[src/rtl/pcc_host.sv]
// PC Card (PCMCIA) 8-bit host cycle engine: sequences setup/strobe/hold on the card bus.
// Optional WAIT timeout is enabled by defining PCC_HOST_TIMEOUT_EN.
module pcc_host #(
   parameter int SETUP_CYC   = 3,
   parameter int STROBE_CYC  = 8,
   parameter int HOLD_CYC    = 2,
   parameter int TIMEOUT_CYC = 1024
) (
   input  logic        CLK,
   input  logic        RESET,
   input  logic        req_valid,
   output logic        req_ready,
   input  logic        req_write,
   input  logic [1:0]  req_space,
   input  logic [15:0] req_addr,
   input  logic [7:0]  req_wdata,
   output logic        rsp_valid,
   output logic [7:0]  rsp_rdata,
   output logic        rsp_timeout,
   output logic        rsp_inpack,
   output logic [15:0] A,
   input  logic [7:0]  D_IN,
   output logic [7:0]  D_OUT,
   output logic        DDIR,
   output logic        CE1,
   output logic        CE2,
   output logic        REG,
   output logic        OE,
   output logic        WE,
   output logic        IORD,
   output logic        IOWR,
   input  logic        WAIT,
   input  logic        INPACK
);

`ifdef PCC_HOST_TIMEOUT_EN
   localparam logic TO_EN = 1'b1;
`else
   localparam logic TO_EN = 1'b0;
`endif

   localparam int CMAX = (SETUP_CYC > STROBE_CYC) ?
                         ((SETUP_CYC > HOLD_CYC) ? SETUP_CYC : HOLD_CYC) :
                         ((STROBE_CYC > HOLD_CYC) ? STROBE_CYC : HOLD_CYC);
   localparam int CW = $clog2(CMAX + 1);
   localparam int EW = $clog2(TIMEOUT_CYC + 1);

   typedef enum logic [1:0] {IDLE, SETUP, STROBE, HOLD} state_t;

   state_t        state, state_nx;
   logic [CW-1:0] cnt;
   logic [EW-1:0] ext;
   logic          armed;
   logic          write_q;
   logic [1:0]    space_q;
   logic [15:0]   addr_q;
   logic [7:0]    wdata_q;
   logic [1:0]    wait_sy, inpack_sy;
   logic          wait_s, inpack_s;
   logic          hs, min_met, to_hit, done;
   logic          active, strobe_on, is_io, reserved;

   assign wait_s   = wait_sy[1];
   assign inpack_s = inpack_sy[1];

   always_comb begin
      state_nx  = state;
      done      = 1'b0;
      reserved  = (space_q == 2'b11);
      is_io     = (space_q == 2'b10);
      req_ready = armed && (state == IDLE);
      hs        = req_valid && req_ready;
      min_met   = (cnt == CW'(STROBE_CYC - 1));
      to_hit    = TO_EN && (ext == EW'(TIMEOUT_CYC));
      case (state)
         IDLE:   if (hs) state_nx = SETUP;
         // A reserved-space request spends one SETUP clock without touching the bus.
         SETUP:  if (reserved) begin
                    state_nx = IDLE;
                    done     = 1'b1;
                 end else if (cnt == CW'(SETUP_CYC - 1)) begin
                    state_nx = STROBE;
                 end
         STROBE: if (min_met && (wait_s || to_hit)) state_nx = HOLD;
         HOLD:   if (cnt == CW'(HOLD_CYC - 1)) begin
                    state_nx = IDLE;
                    done     = 1'b1;
                 end
         default: state_nx = IDLE;
      endcase

      active    = (state != IDLE) && !reserved;
      strobe_on = (state == STROBE) && !reserved;
      CE1       = !active;
      CE2       = 1'b1;
      REG       = !(active && (space_q == 2'b01 || is_io));
      A         = active ? addr_q : '0;
      DDIR      = active && write_q;
      D_OUT     = DDIR ? wdata_q : '0;
      OE        = !(strobe_on && !is_io && !write_q);
      WE        = !(strobe_on && !is_io &&  write_q);
      IORD      = !(strobe_on &&  is_io && !write_q);
      IOWR      = !(strobe_on &&  is_io &&  write_q);
   end

   always_ff @(posedge CLK) begin
      if (!RESET) begin
         state       <= IDLE;
         cnt         <= '0;
         ext         <= '0;
         armed       <= 1'b0;
         write_q     <= 1'b0;
         space_q     <= '0;
         addr_q      <= '0;
         wdata_q     <= '0;
         wait_sy     <= '1;
         inpack_sy   <= '1;
         rsp_valid   <= 1'b0;
         rsp_rdata   <= '0;
         rsp_timeout <= 1'b0;
         rsp_inpack  <= 1'b0;
      end else begin
         armed     <= 1'b1;
         wait_sy   <= {wait_sy[0], WAIT};
         inpack_sy <= {inpack_sy[0], INPACK};
         state     <= state_nx;
         rsp_valid <= done;

         // Counter saturates once the minimum strobe width is met; WAIT extension is tracked by ext.
         if (state_nx != state)
            cnt <= '0;
         else if (!(state == STROBE && min_met))
            cnt <= cnt + 1'b1;

         if (state != STROBE)
            ext <= '0;
         else if (TO_EN && min_met && !wait_s && !to_hit)
            ext <= ext + 1'b1;

         if (hs) begin
            write_q     <= req_write;
            space_q     <= req_space;
            addr_q      <= req_addr;
            wdata_q     <= req_wdata;
            rsp_rdata   <= '0;
            rsp_timeout <= 1'b0;
            rsp_inpack  <= 1'b0;
         end

         if (state == SETUP && reserved)
            rsp_timeout <= 1'b1;

         if (state == STROBE && is_io && !write_q && !inpack_s)
            rsp_inpack <= 1'b1;

         if (state == STROBE && state_nx == HOLD) begin
            if (to_hit) begin
               rsp_rdata   <= 8'hFF;
               rsp_timeout <= 1'b1;
            end else begin
               rsp_rdata   <= write_q ? 8'h00 : D_IN;
            end
         end
      end
   end

endmodule

[config.mk]
export PLATFORM = sky130hd
export DESIGN_NAME = pcc_host
export DESIGN_NICKNAME = d
export VERILOG_FILES = /design/src/rtl/pcc_host.sv
export SDC_FILE = /design/constraint.sdc
export NUM_CORES = 1
export LEC_CHECK = 0
export CAP_MARGIN = 20
export CORE_ASPECT_RATIO = 0.7
export CORE_MARGIN = 2
export CORE_UTILIZATION = 44
export DETAILED_ROUTE_END_ITERATION = 10
export PLACE_DENSITY = 0.8
export SETUP_SLACK_MARGIN = 0.5
export SLEW_MARGIN = 30
export SYNTH_ARGS = -nofsm -noshare
export SYNTH_HDL_FRONTEND = slang
export SYNTH_SLANG_ARGS = --single-unit
[constraint.sdc]
create_clock -name CLK -period 1.75 [get_ports CLK]
set_input_delay 0.35 -clock CLK [delete_from_list [all_inputs] [get_ports CLK]]
set_output_delay 0.35 -clock CLK [all_outputs]
set_load 0.01 [all_outputs]
==> summary.txt <==
======================================================================================
Global-route wire length before repair ..................................     11300 um
Clock tree root driver cell ............................................. sky130_fd_sc_hd__clkbuf_8
HPWL after detailed placement ...........................................      4030 um
Die Y-Extent ............................................................      63.8 um
Number of filler cells placed in the layout .............................          252
Starting density of the core ............................................        46.3%
Area of the die .........................................................     5710 um2
Number of remaining DRC errors ..........................................            0
Antenna violations before repair ........................................            0
Clock sink total ........................................................           49
Via count of the first global-routing pass ..............................         2282
Net count of the mapped netlist .........................................          305
Length of the first detailed-routing pass in iterations .................            4
Setup repair after global routing missed its margin .....................         true
FF-to-FF path depth .....................................................            8
Final number of hold-violating endpoints ................................            0
R2R Path Start ..........................................................   space_q[1]
Worst Path Class, Setup .................................................   reg -> out
Post-synth ARST share ...................................................           0%
DRT Wirelength ..........................................................      7410 um
Critical path cell sequence ............................................. ha_4 -> buf_4 -> or3_4 -> buf_6
WL/cell .................................................................      16.9 um
Violations in the final reports ......................................... negative setup slack
Total overflow reported by the global router ............................            0
Cell count after synthesis ..............................................          260
Skew final ..............................................................   0.00922 ns
Sequential fraction of the synthesis area ...............................        43.6%
Fraction of synthesized cell area taken by the top area cell type .......        43.6%
Pin count of the biggest net entering global routing ....................           30
Number of buffers added by the clock tree synthesis step ................            5
RePlAce Congestion ......................................................        0.883
Leading cell type in the layout, fill and taps excluded ................. sky130_fd_sc_hd__clkdlybuf4s50_1
Share of cells above drive strength 1 ...................................        53.0%
Post-Route Setup TNS ....................................................    -0.412 ns
Reported leakage power ..................................................      1.64 nW
Antenna Violating Nets Remaining ........................................            0
Kind of start point of the critical path ................................    flip-flop
Final-report setup violation count ......................................           20
Final period util .......................................................         104%
Netlist area before placement ...........................................     2250 um2
Min cycle time layout ...................................................      1.81 ns
Avg Inst Size Synth .....................................................     8.65 um2
NumNets Final ...........................................................          415
Run status .............................................................. finished with violations
Io pins .................................................................           84
I/O Buffers .............................................................           82
Clock Latency Late Sink .................................................      0.31 ns
Register bit total from synthesis .......................................           49
Count of flip-flops with a built-in enable after synthesis ..............            0
Commonest cells after routing, fill and taps aside ...................... sky130_fd_sc_hd__clkdlybuf4s50_1 (39), sky130_fd_sc_hd__dfxtp_1 (36), sky130_fd_sc_hd__nand2_1 (30)
Area growth syn-to-layout ...............................................        77.8%
Vias ....................................................................         2275
Worst min-delay path startpoint .........................................   wait_sy[0]
H-tree levels ...........................................................            2
Critical path required time .............................................      1.40 ns
Most instantiated flip-flop cell in the synthesis netlist ............... sky130_fd_sc_hd__dfxtp_1
Setup slack at placement ................................................    -0.122 ns
Crit-path leading delay family ..........................................   flip-flops
Storage element area ....................................................     1010 um2
CTS tree ................................................................          yes
Cell depth of the worst min-delay path ..................................            1
Top cells by area in the synthesized netlist ............................ sky130_fd_sc_hd__dfxtp_1 (44%), sky130_fd_sc_hd__nand2_1 (9.5%), sky130_fd_sc_hd__a21boi_1 (5.3%)
Leading area contributor after synthesis ................................ sky130_fd_sc_hd__dfxtp_1
End of the worst register-to-register path ..............................       cnt[1]
Worst path arrival time .................................................      1.46 ns
Count of antenna diodes in the layout ...................................            0
First DRT Iteration DRCs ................................................          185
Number of distinct standard cells referenced by the synthesized netlist .           39
Top fanout value on the critical path ...................................            3
PwrDens .................................................................   636 nW/um2
Count of yosys warnings during synthesis ................................            0
All-layer global routing usage ..........................................        26.0%
Library cell contributing the largest single delay on the critical path . sky130_fd_sc_hd__dfxtp_4
Worst Setup End Kind ....................................................  output port
Register-to-register setup slack ........................................         0 ns
Multi-input combinational cell area .....................................     1600 um2
Highest clock frequency the design can meet .............................      551 MHz
Slack of the critical path ..............................................   -0.0636 ns
Maximum buffer depth of the clock tree ..................................            2
Worst IR drop on VDD ....................................................   0.000489 V
Width of the die ........................................................      89.5 um
Total buffers and inverters traversed by the critical path ..............            2
Peak per-stage delay on the critical path ...............................      0.38 ns
Worst hold slack ........................................................     0.413 ns
Clock-pin slew of the registers on the worst-case setup and hold paths ..      0.09 ns
Core outline area .......................................................     4860 um2
Average via count per standard cell .....................................         5.18
Total count of max-transition violations in the final report ............            0
Worst hold endpoint .....................................................   wait_sy[1]
Maxcap violations .......................................................            0
Kind of path behind the tightest hold check .............................   reg -> reg
Num rows ................................................................           21
======================================================================================
## layout make-up
type                            count  area share [%]
Clock buffer                        6            2.35
Clock inverter                      1           0.125
Inverter                            8           0.814
Multi-Input combinational cell    186            40.1
Sequential cell                    49            25.3
Tap cell                           69            2.16
Timing Repair Buffer              120            29.2
## worst reg2reg max path: cells and delay by family, from the launching register on
family | cells | cell delay, ns
buffers and inverters | 4 | 0.50
AOI/OAI and AO/OA | 2 | 0.44
DFF | 1 | 0.38
adders and majority gates | 1 | 0.18
and+or+nand+nor | 1 | 0.17
## cell usage after synthesis (2+ instances only)
library cell,count
sky130_fd_sc_hd__a21boi_1,16
sky130_fd_sc_hd__nor2_1,19
sky130_fd_sc_hd__inv_1,8
sky130_fd_sc_hd__o211ai_1,2
sky130_fd_sc_hd__nor2_2,2
sky130_fd_sc_hd__and3_1,8
sky130_fd_sc_hd__buf_2,4
sky130_fd_sc_hd__a21boi_0,8
sky130_fd_sc_hd__nand2_1,57
sky130_fd_sc_hd__dfxtp_1,49
sky130_fd_sc_hd__nand3_1,6
sky130_fd_sc_hd__a21oi_1,6
sky130_fd_sc_hd__nand2b_1,5
sky130_fd_sc_hd__ha_1,5
sky130_fd_sc_hd__buf_4,3
sky130_fd_sc_hd__a22oi_1,9
sky130_fd_sc_hd__nor3b_1,2
sky130_fd_sc_hd__buf_6,4
sky130_fd_sc_hd__nand4_1,2
sky130_fd_sc_hd__clkbuf_1,7
sky130_fd_sc_hd__nor2b_1,2
sky130_fd_sc_hd__and2_1,19
## sequential cells by signal (all words and copies together) (netlist names)
signal	flops
write_q	1
addr_q	16
rsp_rdata	8
wdata_q	8
cnt	4
rsp_timeout	1
state	2
rsp_inpack	1
armed	1
wait_sy	2
inpack_sy	2
rsp_valid	1
space_q	2
## per-stage QoR
stage	area (um2)	power (mW)	utilization (%)	instances
3_5_place_dp	3330	1.64	68.4	415
4_1_cts	3750	2.47	77.1	437
6_report	4000	2.54	82.3	439
5_1_grt	4000	2.63	82.3	439
2_1_floorplan	2370	1.45	-	260
3_3_place_gp	3330	1.63	68.4	415
## cells by family (layout without fill, tap and decap cells)
kind of cell | count (synthesis) | count (layout) | synth area share, %
adders and majority gates | 5 | 5 | 2.78
and+or+nand+nor | 128 | 128 | 29.5
AOI/OAI and AO/OA | 50 | 51 | 17.1
other | 1 | 1 | 0.167
xor gates and xnor gates | 1 | 1 | 0.389
DFF | 49 | 49 | 43.6
buffers and inverters | 26 | 135 | 6.40
## power breakdown
part / total (mW) / switching (mW) / internal (mW)
logic: 0.596 / 0.275 / 0.320
registers: 1.21 / 0.0485 / 1.16
clock network: 0.736 / 0.377 / 0.358
## how the worst max path moves through the flow
stage | from | endpoint | slack [ns] | cells past startpoint
global placement | req_valid | space_q[0] | -0.08 | 5
floorplan | state[0] | D_OUT[5] | 0.38 | 5
finish | space_q[1] | REG | -0.06 | 4
CTS | space_q[0] | REG | -0.07 | 4
global route | space_q[1] | REG | -0.08 | 4
detailed placement | req_valid | wdata_q[6] | -0.12 | 5
## timing repair
item                                    4_1_cts  5_1_grt
hold buffers                                  0        0
resized for setup                           231       79
pin swaps                                    14       13
setup buffers                                11        2
endpoints found under the setup margin       87       87
cloned                                        4        0
## layer usage
| metal | GRT usage [%] | part of all wire [%] | wire (um) | vias to the layer above |
|---|---|---|---|---|
| met5 | 0 | 0 | 0 | - |
| met4 | 8.02 | 1.2 | 90 | 0 |
| met3 | 4.65 | 4.9 | 361 | 10 |
| met2 | 44.6 | 51 | 3800 | 80 |
| met1 | 33.0 | 43 | 3160 | 1087 |
| li1 | - | - | - | 1098 |
No activity file was read; power rests on OpenSTA's default activity.
